$ cat src/rtl/mem_bus_arbiter_if.sv
// mem_bus_arbiter_if: bundles the two master request channels, the shared
// memory-bus strobes and the debug status of the two-master bus arbiter.
// The slave modport is the arbiter's view; the master modport is the view of
// whatever drives requests and supplies bus read data.
interface mem_bus_arbiter_if #(
    parameter int DATA_WIDTH = 32,
    parameter int ADDR_WIDTH = 32
);
    logic                  m0_req;
    logic                  m0_we;
    logic [ADDR_WIDTH-1:0] m0_addr;
    logic [DATA_WIDTH-1:0] m0_wdata;
    logic [DATA_WIDTH-1:0] m0_rdata;
    logic                  m0_ack;

    logic                  m1_req;
    logic                  m1_we;
    logic [ADDR_WIDTH-1:0] m1_addr;
    logic [DATA_WIDTH-1:0] m1_wdata;
    logic [DATA_WIDTH-1:0] m1_rdata;
    logic                  m1_ack;

    logic                  bus_re;
    logic                  bus_we;
    logic [ADDR_WIDTH-1:0] bus_addr;
    logic [DATA_WIDTH-1:0] bus_wdata;
    logic [DATA_WIDTH-1:0] bus_rdata;

    logic                  owner;
    logic                  busy;

    modport slave (
        input  m0_req, m0_we, m0_addr, m0_wdata,
        input  m1_req, m1_we, m1_addr, m1_wdata,
        input  bus_rdata,
        output m0_rdata, m0_ack, m1_rdata, m1_ack,
        output bus_re, bus_we, bus_addr, bus_wdata,
        output owner, busy
    );

    modport master (
        output m0_req, m0_we, m0_addr, m0_wdata,
        output m1_req, m1_we, m1_addr, m1_wdata,
        output bus_rdata,
        input  m0_rdata, m0_ack, m1_rdata, m1_ack,
        input  bus_re, bus_we, bus_addr, bus_wdata,
        input  owner, busy
    );
endinterface

$ cat src/rtl/mem_bus_arbiter.sv
// mem_bus_arbiter: two-master arbiter for the single memory-mapped bus.
// Grants one access at a time, drives the bus for WAIT_CYCLES cycles from
// values latched at grant, then pulses the winner's ack for one cycle.
// Optional macro ARB_FIXED_PRIO_EN: master 0 always wins simultaneous
// requests; default (undefined) is round-robin on the last grant.
module mem_bus_arbiter #(
    parameter int DATA_WIDTH  = 32,
    parameter int ADDR_WIDTH  = 32,
    parameter int WAIT_CYCLES = 1
) (
    input logic clk,
    input logic rst,
    mem_bus_arbiter_if.slave arb
);
    localparam int CNT_WIDTH = $clog2(WAIT_CYCLES) + 1;
    localparam logic [CNT_WIDTH-1:0] CNT_LOAD = CNT_WIDTH'(WAIT_CYCLES - 1);

    typedef enum logic [1:0] {
        IDLE = 2'd0,
        BUSY = 2'd1,
        DONE = 2'd2
    } state_t;

    state_t                state_q, state_d;
    logic                  owner_q, owner_d;
    logic                  last_grant_q, last_grant_d;
    logic                  we_q, we_d;
    logic [ADDR_WIDTH-1:0] addr_q, addr_d;
    logic [DATA_WIDTH-1:0] wdata_q, wdata_d;
    logic [DATA_WIDTH-1:0] m0_rdata_q, m0_rdata_d;
    logic [DATA_WIDTH-1:0] m1_rdata_q, m1_rdata_d;
    logic [CNT_WIDTH-1:0]  cnt_q, cnt_d;

    logic any_req;
    logic grant_m1;
    logic final_cycle;

    assign final_cycle = (cnt_q == '0);

    // Pick the winner among the current requesters.
    always_comb begin
        any_req = arb.m0_req | arb.m1_req;
`ifdef ARB_FIXED_PRIO_EN
        grant_m1 = arb.m1_req & ~arb.m0_req;
`else
        grant_m1 = arb.m1_req & (~arb.m0_req | ~last_grant_q);
`endif
    end

    // Next-state logic: latch the winner's access at grant, count down the
    // bus cycles, capture read data on the last one, then acknowledge.
    always_comb begin
        state_d      = state_q;
        owner_d      = owner_q;
        last_grant_d = last_grant_q;
        we_d         = we_q;
        addr_d       = addr_q;
        wdata_d      = wdata_q;
        cnt_d        = cnt_q;
        m0_rdata_d   = m0_rdata_q;
        m1_rdata_d   = m1_rdata_q;

        case (state_q)
            IDLE: begin
                if (any_req) begin
                    state_d      = BUSY;
                    owner_d      = grant_m1;
                    last_grant_d = grant_m1;
                    we_d         = grant_m1 ? arb.m1_we    : arb.m0_we;
                    addr_d       = grant_m1 ? arb.m1_addr  : arb.m0_addr;
                    wdata_d      = grant_m1 ? arb.m1_wdata : arb.m0_wdata;
                    cnt_d        = CNT_LOAD;
                end
            end
            BUSY: begin
                if (final_cycle) begin
                    state_d = DONE;
                    if (!we_q) begin
                        if (owner_q) begin
                            m1_rdata_d = arb.bus_rdata;
                        end else begin
                            m0_rdata_d = arb.bus_rdata;
                        end
                    end
                end else begin
                    cnt_d = cnt_q - CNT_WIDTH'(1);
                end
            end
            DONE: begin
                state_d = IDLE;
            end
            default: begin
                state_d = IDLE;
            end
        endcase
    end

    // State and datapath registers with synchronous reset; last_grant resets
    // to master 1 so master 0 wins the first contention.
    always_ff @(posedge clk) begin
        if (rst) begin
            state_q      <= IDLE;
            owner_q      <= 1'b0;
            last_grant_q <= 1'b1;
            we_q         <= 1'b0;
            addr_q       <= '0;
            wdata_q      <= '0;
            cnt_q        <= '0;
            m0_rdata_q   <= '0;
            m1_rdata_q   <= '0;
        end else begin
            state_q      <= state_d;
            owner_q      <= owner_d;
            last_grant_q <= last_grant_d;
            we_q         <= we_d;
            addr_q       <= addr_d;
            wdata_q      <= wdata_d;
            cnt_q        <= cnt_d;
            m0_rdata_q   <= m0_rdata_d;
            m1_rdata_q   <= m1_rdata_d;
        end
    end

    // Writes strobe only in the last bus cycle so side-effecting peripherals
    // see a single write; reads hold the enable for the whole access.
    assign arb.bus_re    = (state_q == BUSY) & ~we_q;
    assign arb.bus_we    = (state_q == BUSY) & we_q & final_cycle;
    assign arb.bus_addr  = addr_q;
    assign arb.bus_wdata = wdata_q;
    assign arb.m0_ack    = (state_q == DONE) & ~owner_q;
    assign arb.m1_ack    = (state_q == DONE) & owner_q;
    assign arb.m0_rdata  = m0_rdata_q;
    assign arb.m1_rdata  = m1_rdata_q;
    assign arb.owner     = owner_q;
    assign arb.busy      = (state_q != IDLE);

endmodule

$ cat src/flat_wrapper.sv
// flat-port wrapper written by rule: the top's interface ports become plain ports
module mem_bus_arbiter_flat 
#(
    parameter int DATA_WIDTH  = 32,
    parameter int ADDR_WIDTH  = 32,
    parameter int WAIT_CYCLES = 1
)
  (clk, rst, arb_m0_req, arb_m0_we, arb_m0_addr, arb_m0_wdata, arb_m1_req, arb_m1_we, arb_m1_addr, arb_m1_wdata, arb_bus_rdata, arb_m0_rdata, arb_m0_ack, arb_m1_rdata, arb_m1_ack, arb_bus_re, arb_bus_we, arb_bus_addr, arb_bus_wdata, arb_owner, arb_busy);
  mem_bus_arbiter_if #(.DATA_WIDTH(DATA_WIDTH), .ADDR_WIDTH(ADDR_WIDTH)) arb_i ();
  input logic clk;
  input logic rst;
  input wire logic [$bits(arb_i.m0_req)-1:0] arb_m0_req;
  input wire logic [$bits(arb_i.m0_we)-1:0] arb_m0_we;
  input wire logic [$bits(arb_i.m0_addr)-1:0] arb_m0_addr;
  input wire logic [$bits(arb_i.m0_wdata)-1:0] arb_m0_wdata;
  input wire logic [$bits(arb_i.m1_req)-1:0] arb_m1_req;
  input wire logic [$bits(arb_i.m1_we)-1:0] arb_m1_we;
  input wire logic [$bits(arb_i.m1_addr)-1:0] arb_m1_addr;
  input wire logic [$bits(arb_i.m1_wdata)-1:0] arb_m1_wdata;
  input wire logic [$bits(arb_i.bus_rdata)-1:0] arb_bus_rdata;
  output wire logic [$bits(arb_i.m0_rdata)-1:0] arb_m0_rdata;
  output wire logic [$bits(arb_i.m0_ack)-1:0] arb_m0_ack;
  output wire logic [$bits(arb_i.m1_rdata)-1:0] arb_m1_rdata;
  output wire logic [$bits(arb_i.m1_ack)-1:0] arb_m1_ack;
  output wire logic [$bits(arb_i.bus_re)-1:0] arb_bus_re;
  output wire logic [$bits(arb_i.bus_we)-1:0] arb_bus_we;
  output wire logic [$bits(arb_i.bus_addr)-1:0] arb_bus_addr;
  output wire logic [$bits(arb_i.bus_wdata)-1:0] arb_bus_wdata;
  output wire logic [$bits(arb_i.owner)-1:0] arb_owner;
  output wire logic [$bits(arb_i.busy)-1:0] arb_busy;
  assign arb_i.m0_req = arb_m0_req;
  assign arb_i.m0_we = arb_m0_we;
  assign arb_i.m0_addr = arb_m0_addr;
  assign arb_i.m0_wdata = arb_m0_wdata;
  assign arb_i.m1_req = arb_m1_req;
  assign arb_i.m1_we = arb_m1_we;
  assign arb_i.m1_addr = arb_m1_addr;
  assign arb_i.m1_wdata = arb_m1_wdata;
  assign arb_i.bus_rdata = arb_bus_rdata;
  assign arb_m0_rdata = arb_i.m0_rdata;
  assign arb_m0_ack = arb_i.m0_ack;
  assign arb_m1_rdata = arb_i.m1_rdata;
  assign arb_m1_ack = arb_i.m1_ack;
  assign arb_bus_re = arb_i.bus_re;
  assign arb_bus_we = arb_i.bus_we;
  assign arb_bus_addr = arb_i.bus_addr;
  assign arb_bus_wdata = arb_i.bus_wdata;
  assign arb_owner = arb_i.owner;
  assign arb_busy = arb_i.busy;
  mem_bus_arbiter #(.DATA_WIDTH(DATA_WIDTH), .ADDR_WIDTH(ADDR_WIDTH), .WAIT_CYCLES(WAIT_CYCLES)) u_core (.clk(clk), .rst(rst), .arb(arb_i));
endmodule
$ cat config.mk
export PLATFORM = sky130hd
export DESIGN_NAME = mem_bus_arbiter_flat
export DESIGN_NICKNAME = d
export VERILOG_FILES = /design/src/rtl/mem_bus_arbiter_if.sv /design/src/rtl/mem_bus_arbiter.sv /design/src/flat_wrapper.sv
export SDC_FILE = /design/constraint.sdc
export NUM_CORES = 1
export LEC_CHECK = 0
export BUFFER_PORTS_ARGS = -buffer_cell sky130_fd_sc_hd__clkbuf_2
export CAP_MARGIN = 15
export CORE_ASPECT_RATIO = 0.6
export CORE_UTILIZATION = 48
export CTS_CLUSTER_SIZE = 16
export DETAILED_ROUTE_END_ITERATION = 10
export PLACE_DENSITY = 0.83
export SLEW_MARGIN = 20
export SYNTH_ARGS = -nofsm -noshare
export SYNTH_HDL_FRONTEND = slang
export SYNTH_SLANG_ARGS = --single-unit
$ cat constraint.sdc
create_clock -name clk -period 4.1 [get_ports clk]
set_input_delay 0.41 -clock clk [delete_from_list [all_inputs] [get_ports clk]]
set_output_delay 0.41 -clock clk [all_outputs]
set_load 0.005 [all_outputs]
## Word-level counts from Yosys, hierarchy flattened

Cells that the tools add are included.

- Bits in registers: 134
- Input bits: 166
- Output and inout bits: 134
- Logic and storage cells: 44

- Add/subtract/negate cells: 1
- Equal/unequal tests: 4
- Muxes and demuxes: 9
- Bitwise gates (word level): 13
- Reductions and logical operators: 8

Operators with widths:

| kind | number |
|---|---|
| $mux 32 | 2 |
| $reduce_and 4->1 | 2 |
| $and 1x1->1 | 6 |
| $reduce_and 2->1 | 3 |
| $not 1->1 | 5 |
| $mux 2 | 2 |
| $pmux 2 s2 | 1 |
| $reduce_bool 2->1 | 2 |
| $mux 1 | 3 |
| $eq 2x1->1 const B | 1 |
| $eq 2x2->1 const B | 1 |
| $logic_not 2->1 | 1 |
| $ne 2x1->1 const B | 1 |
| $ne 2x2->1 const B | 1 |
| $or 1x1->1 | 2 |
| $pmux 1 s2 | 1 |
| $sub 1x1->1 const B | 1 |

## Logic depth before layout (Yosys ltp)

- Word-level depth: 4
- Depth in mapped cells: 6
- Gate-level depth less buffers: 4

## Worst setup path after synthesis

No wires, ideal clock.

- Kind: register -> register
- Start point: register u_core.state_q[1]
- End point: register u_core.m0_rdata_q[0] (netlist: u_core.arb.m0_rdata[0])
- Arrival: 1.258 ns
- Required time: 3.968 ns
- Path slack: 2.710 ns
- Cell stages (with the launch flop): 6
- Clock period less this slack: 1.390 ns
- Path through: dfxtp_1 -> or4b_1 -> clkbuf_1 -> buf_4 -> nand2_1 -> a21oi_1

- Cells in the longest elaborated chain, start to end: 2

Ends and longest elaborated chain:

| item | RTL line | RTL |
|---|---|---|
| start, declared | mem_bus_arbiter.sv:24 | `state_t state_q, state_d;` |
| start signal, assigned | mem_bus_arbiter.sv:112 | `state_q <= state_d;` |
| $eq 2x1->1 | mem_bus_arbiter.sv:63 | `case (state_q)` |
| $reduce_and 4->1 (no line) | - |  |
| end signal, assigned | mem_bus_arbiter.sv:119 | `m0_rdata_q <= m0_rdata_d;` |
| end, declared | mem_bus_arbiter.sv:30 | `logic [DATA_WIDTH-1:0] m0_rdata_q, m0_rdata_d;` |

Every way passes these cells.
A chain may end at the register's enable or synchronous reset.

## Worst setup path after layout

- Start point: register u_core.last_grant_q
- End point: register u_core.addr_q[6] (netlist: u_core.arb.bus_addr[6])

- Cells in the longest elaborated chain, start to end: 4

Ends and longest elaborated chain:

| item | RTL line | RTL |
|---|---|---|
| start, declared | mem_bus_arbiter.sv:26 | `logic last_grant_q, last_grant_d;` |
| start signal, assigned | mem_bus_arbiter.sv:114 | `last_grant_q <= last_grant_d;` |
| $not 1->1 | mem_bus_arbiter.sv:46 | `grant_m1 = arb.m1_req & (~arb.m0_req \| ~last_grant_q);` |
| $or 1x1->1 | mem_bus_arbiter.sv:46 |  |
| $and 1x1->1 | mem_bus_arbiter.sv:46 |  |
| $mux 32 | mem_bus_arbiter.sv:70 | `addr_d = grant_m1 ? arb.m1_addr : arb.m0_addr;` |
| end signal, assigned | mem_bus_arbiter.sv:116 | `addr_q <= addr_d;` |
| end, declared | mem_bus_arbiter.sv:28 | `logic [ADDR_WIDTH-1:0] addr_q, addr_d;` |

Every way passes these cells.

==> impl_metrics.tcl <==
set metrics [dict create \
    timing.rr.start "u_core.last_grant_q" \
    startpoint "u_core.last_grant_q" \
    p_leak_nw 3.41 \
    clk_latency_ps 410 \
    drc 0 \
    synth_seq_cells 133 \
    final_common_cell "clkbuf_2" \
    place_hpwl_um 11700 \
    ir_worst_vdd_v 0.000344 \
    hold_path_class "primary input to flop" \
    rr_worst_depth 4 \
    final_cell_mix "clkbuf_2, nand2_1, dfxtp_1" \
    globalplace.congestion 0.804 \
    skew_ps 14.6 \
    placed_cell_area_um2 6780 \
    cp-end-kind "flop" \
    relSlewSlack 0.272 \
    fp-row-count 29 \
    status "completed" \
    nFillCells 929 \
    grt_pass1_vias 5214 \
    clk_pin_slew_worst_paths_ps 60 \
    max_freq_mhz 463 \
    drtIter0Drc 445 \
    regArea_um2 2660 \
    postCtsHoldBufs 0 \
    start_kind "flop" \
    synth_ff_type "dfxtp_1" \
    multi_input_area_um2 2370 \
    setup_viol 0 \
    r2r-end "u_core.arb.bus_addr[6]" \
    period_minus_slack_ps 2160 \
    cts_sinks 133 \
    ios 300 \
    async_reset_ff_frac 0 \
    syn_area_um2 5300 \
    die_h_um 83.4 \
    synth_cells 674 \
    critPathCapture "u_core.arb.bus_addr[6]" \
    dr_total_vias 5820 \
    dr.pass1.iters 5 \
    numCtsBuffers 17 \
    clk_path_buf_depth 2 \
    layout-drive-gt1-share 0.368 \
    grtUsageTotal 0.290 \
    antenna_found_initial 0 \
    syn-num-nets 840 \
    core_um2 10700 \
    postCtsSetupRepairBufs 0 \
    synth_cell_types 26 \
    arrival_ps 2460 \
    grt_max_degree 67 \
    cts_resized 0 \
    criticalPathCategory "flop to flop" \
    grt_pass1_wl_um 26200 \
    area_growth_pct 39.8 \
    critical_path.max_fanout 40 \
    dieArea_um2 11500 \
    viasPerCell 5.35 \
    maxCapViolCount 0 \
    power_density_nw_per_um2 484 \
    nets 1102 \
    stdcell_area_um2 7410 \
    ant_nets 0 \
    start_util 0.497 \
    tns_ps 0 \
    hold_slack_ps 230 \
    gr-total-overflow 0 \
    wl_um 16900 \
    syn_avg_cell_area_um2 7.86 \
    wl_per_cell_um 15.6 \
    worst_ep_required_time_ps 4400 \
    rsz0062_at_grt "no" \
    period_share 0.527 \
    hold_violations 0 \
    synth_warnings 0 \
    htree_levels 4 \
    tritoncts "built" \
    io_buffer_count 299 \
    cts-root-buf "clkbuf_16" \
    rrSetupSlack_ps 1940 \
    synth_edf_count 0 \
    finalMaxSlewViolations 0 \
    worstMarginPinSlew_ps 1090 \
    die_x_um 138 \
    diodes 0 \
    yosysSeqAreaShare 0.502 \
]
## power by group
part	total [mW]	leakage, nW	internal [mW]	switching (mW)
registers	1.46	1.09	1.40	0.0640
logic	0.539	2.02	0.233	0.306
clock network	1.59	0.306	0.992	0.595
total	3.59	3.41	2.62	0.966
## critical path: stages, from the launching register on
cell	delay, ps
dfxtp_1	350
a21boi_4	850
buf_4	440
nand2_1	100
a311oi_1	310
## layout make-up
type | count | share of cell area
clock inverter | 14 | 0.0257
clock buffer | 18 | 0.0593
sequential | 133 | 0.359
timing repair buffer | 308 | 0.211
inverter | 2 | 0.00101
tap | 139 | 0.0235
multi-input combinational | 474 | 0.320
## cell usage after synthesis, drive strengths merged (2+ instances only)
cell type | instances | share of area
nand2 | 258 | 0.18
dfxtp | 133 | 0.50
a21oi | 130 | 0.12
a311oi | 65 | 0.11
buf | 33 | 0.033
clkbuf | 32 | 0.023
nor2 | 6 | 0.0047
inv | 2 | 0.0014
o21ai | 2 | 0.0019
## kinds of logic (layout without fill, tap and decap cells)
family,after synthesis,count (layout),share of synthesized area
AND/OR/NAND/NOR,275,275,0.205
AO/OA/AOI/OAI,199,199,0.235
flip-flops,133,133,0.502
buffers and inverters,67,342,0.0569
## state kept, by name, indices dropped and copies added, names as in the netlist
register	cells
u_core.last_grant_q	1
u_core.arb.m1_rdata	32
u_core.arb.owner	1
u_core.we_q	1
u_core.arb.bus_wdata	32
u_core.arb.bus_addr	32
u_core.arb.m0_rdata	32
u_core.state_q	2
## how the worst min path moves through the flow
stage	startpoint	endpoint	slack [ps]	cells past startpoint
floorplan	u_core.arb.m0_rdata[0]	u_core.arb.m0_rdata[0]	450	2
global placement	u_core.arb.m1_rdata[18]	u_core.arb.m1_rdata[18]	440	2
detailed placement	u_core.arb.m1_rdata[6]	u_core.arb.m1_rdata[6]	450	2
CTS	arb_bus_rdata[1]	u_core.arb.m1_rdata[1]	220	3
global route	arb_bus_rdata[3]	u_core.arb.m1_rdata[3]	230	3
finish	arb_bus_rdata[1]	u_core.arb.m1_rdata[1]	230	3
## through the flow
stage               power, mW   util  worst slack [ps]  std cells
finish                   3.59  0.694              1940       1088
global route             3.74  0.694              1800       1088
CTS                      3.61  0.694              1940       1088
detailed placement       2.02  0.635              1810       1056
global placement         2.01  0.635              1880       1056
floorplan                1.77      -              2710        674
## routing by layer
| metal | share of wire | wire (um) | track usage |
|---|---|---|---|
| met1 | 0.43 | 7260 | 0.383 |
| met2 | 0.48 | 8160 | 0.467 |
| met3 | 0.069 | 1160 | 0.0568 |
| met4 | 0.021 | 354 | 0.108 |
| met5 | 0 | 0 | 0 |
Note: power is estimated with default switching activity, not from simulation.
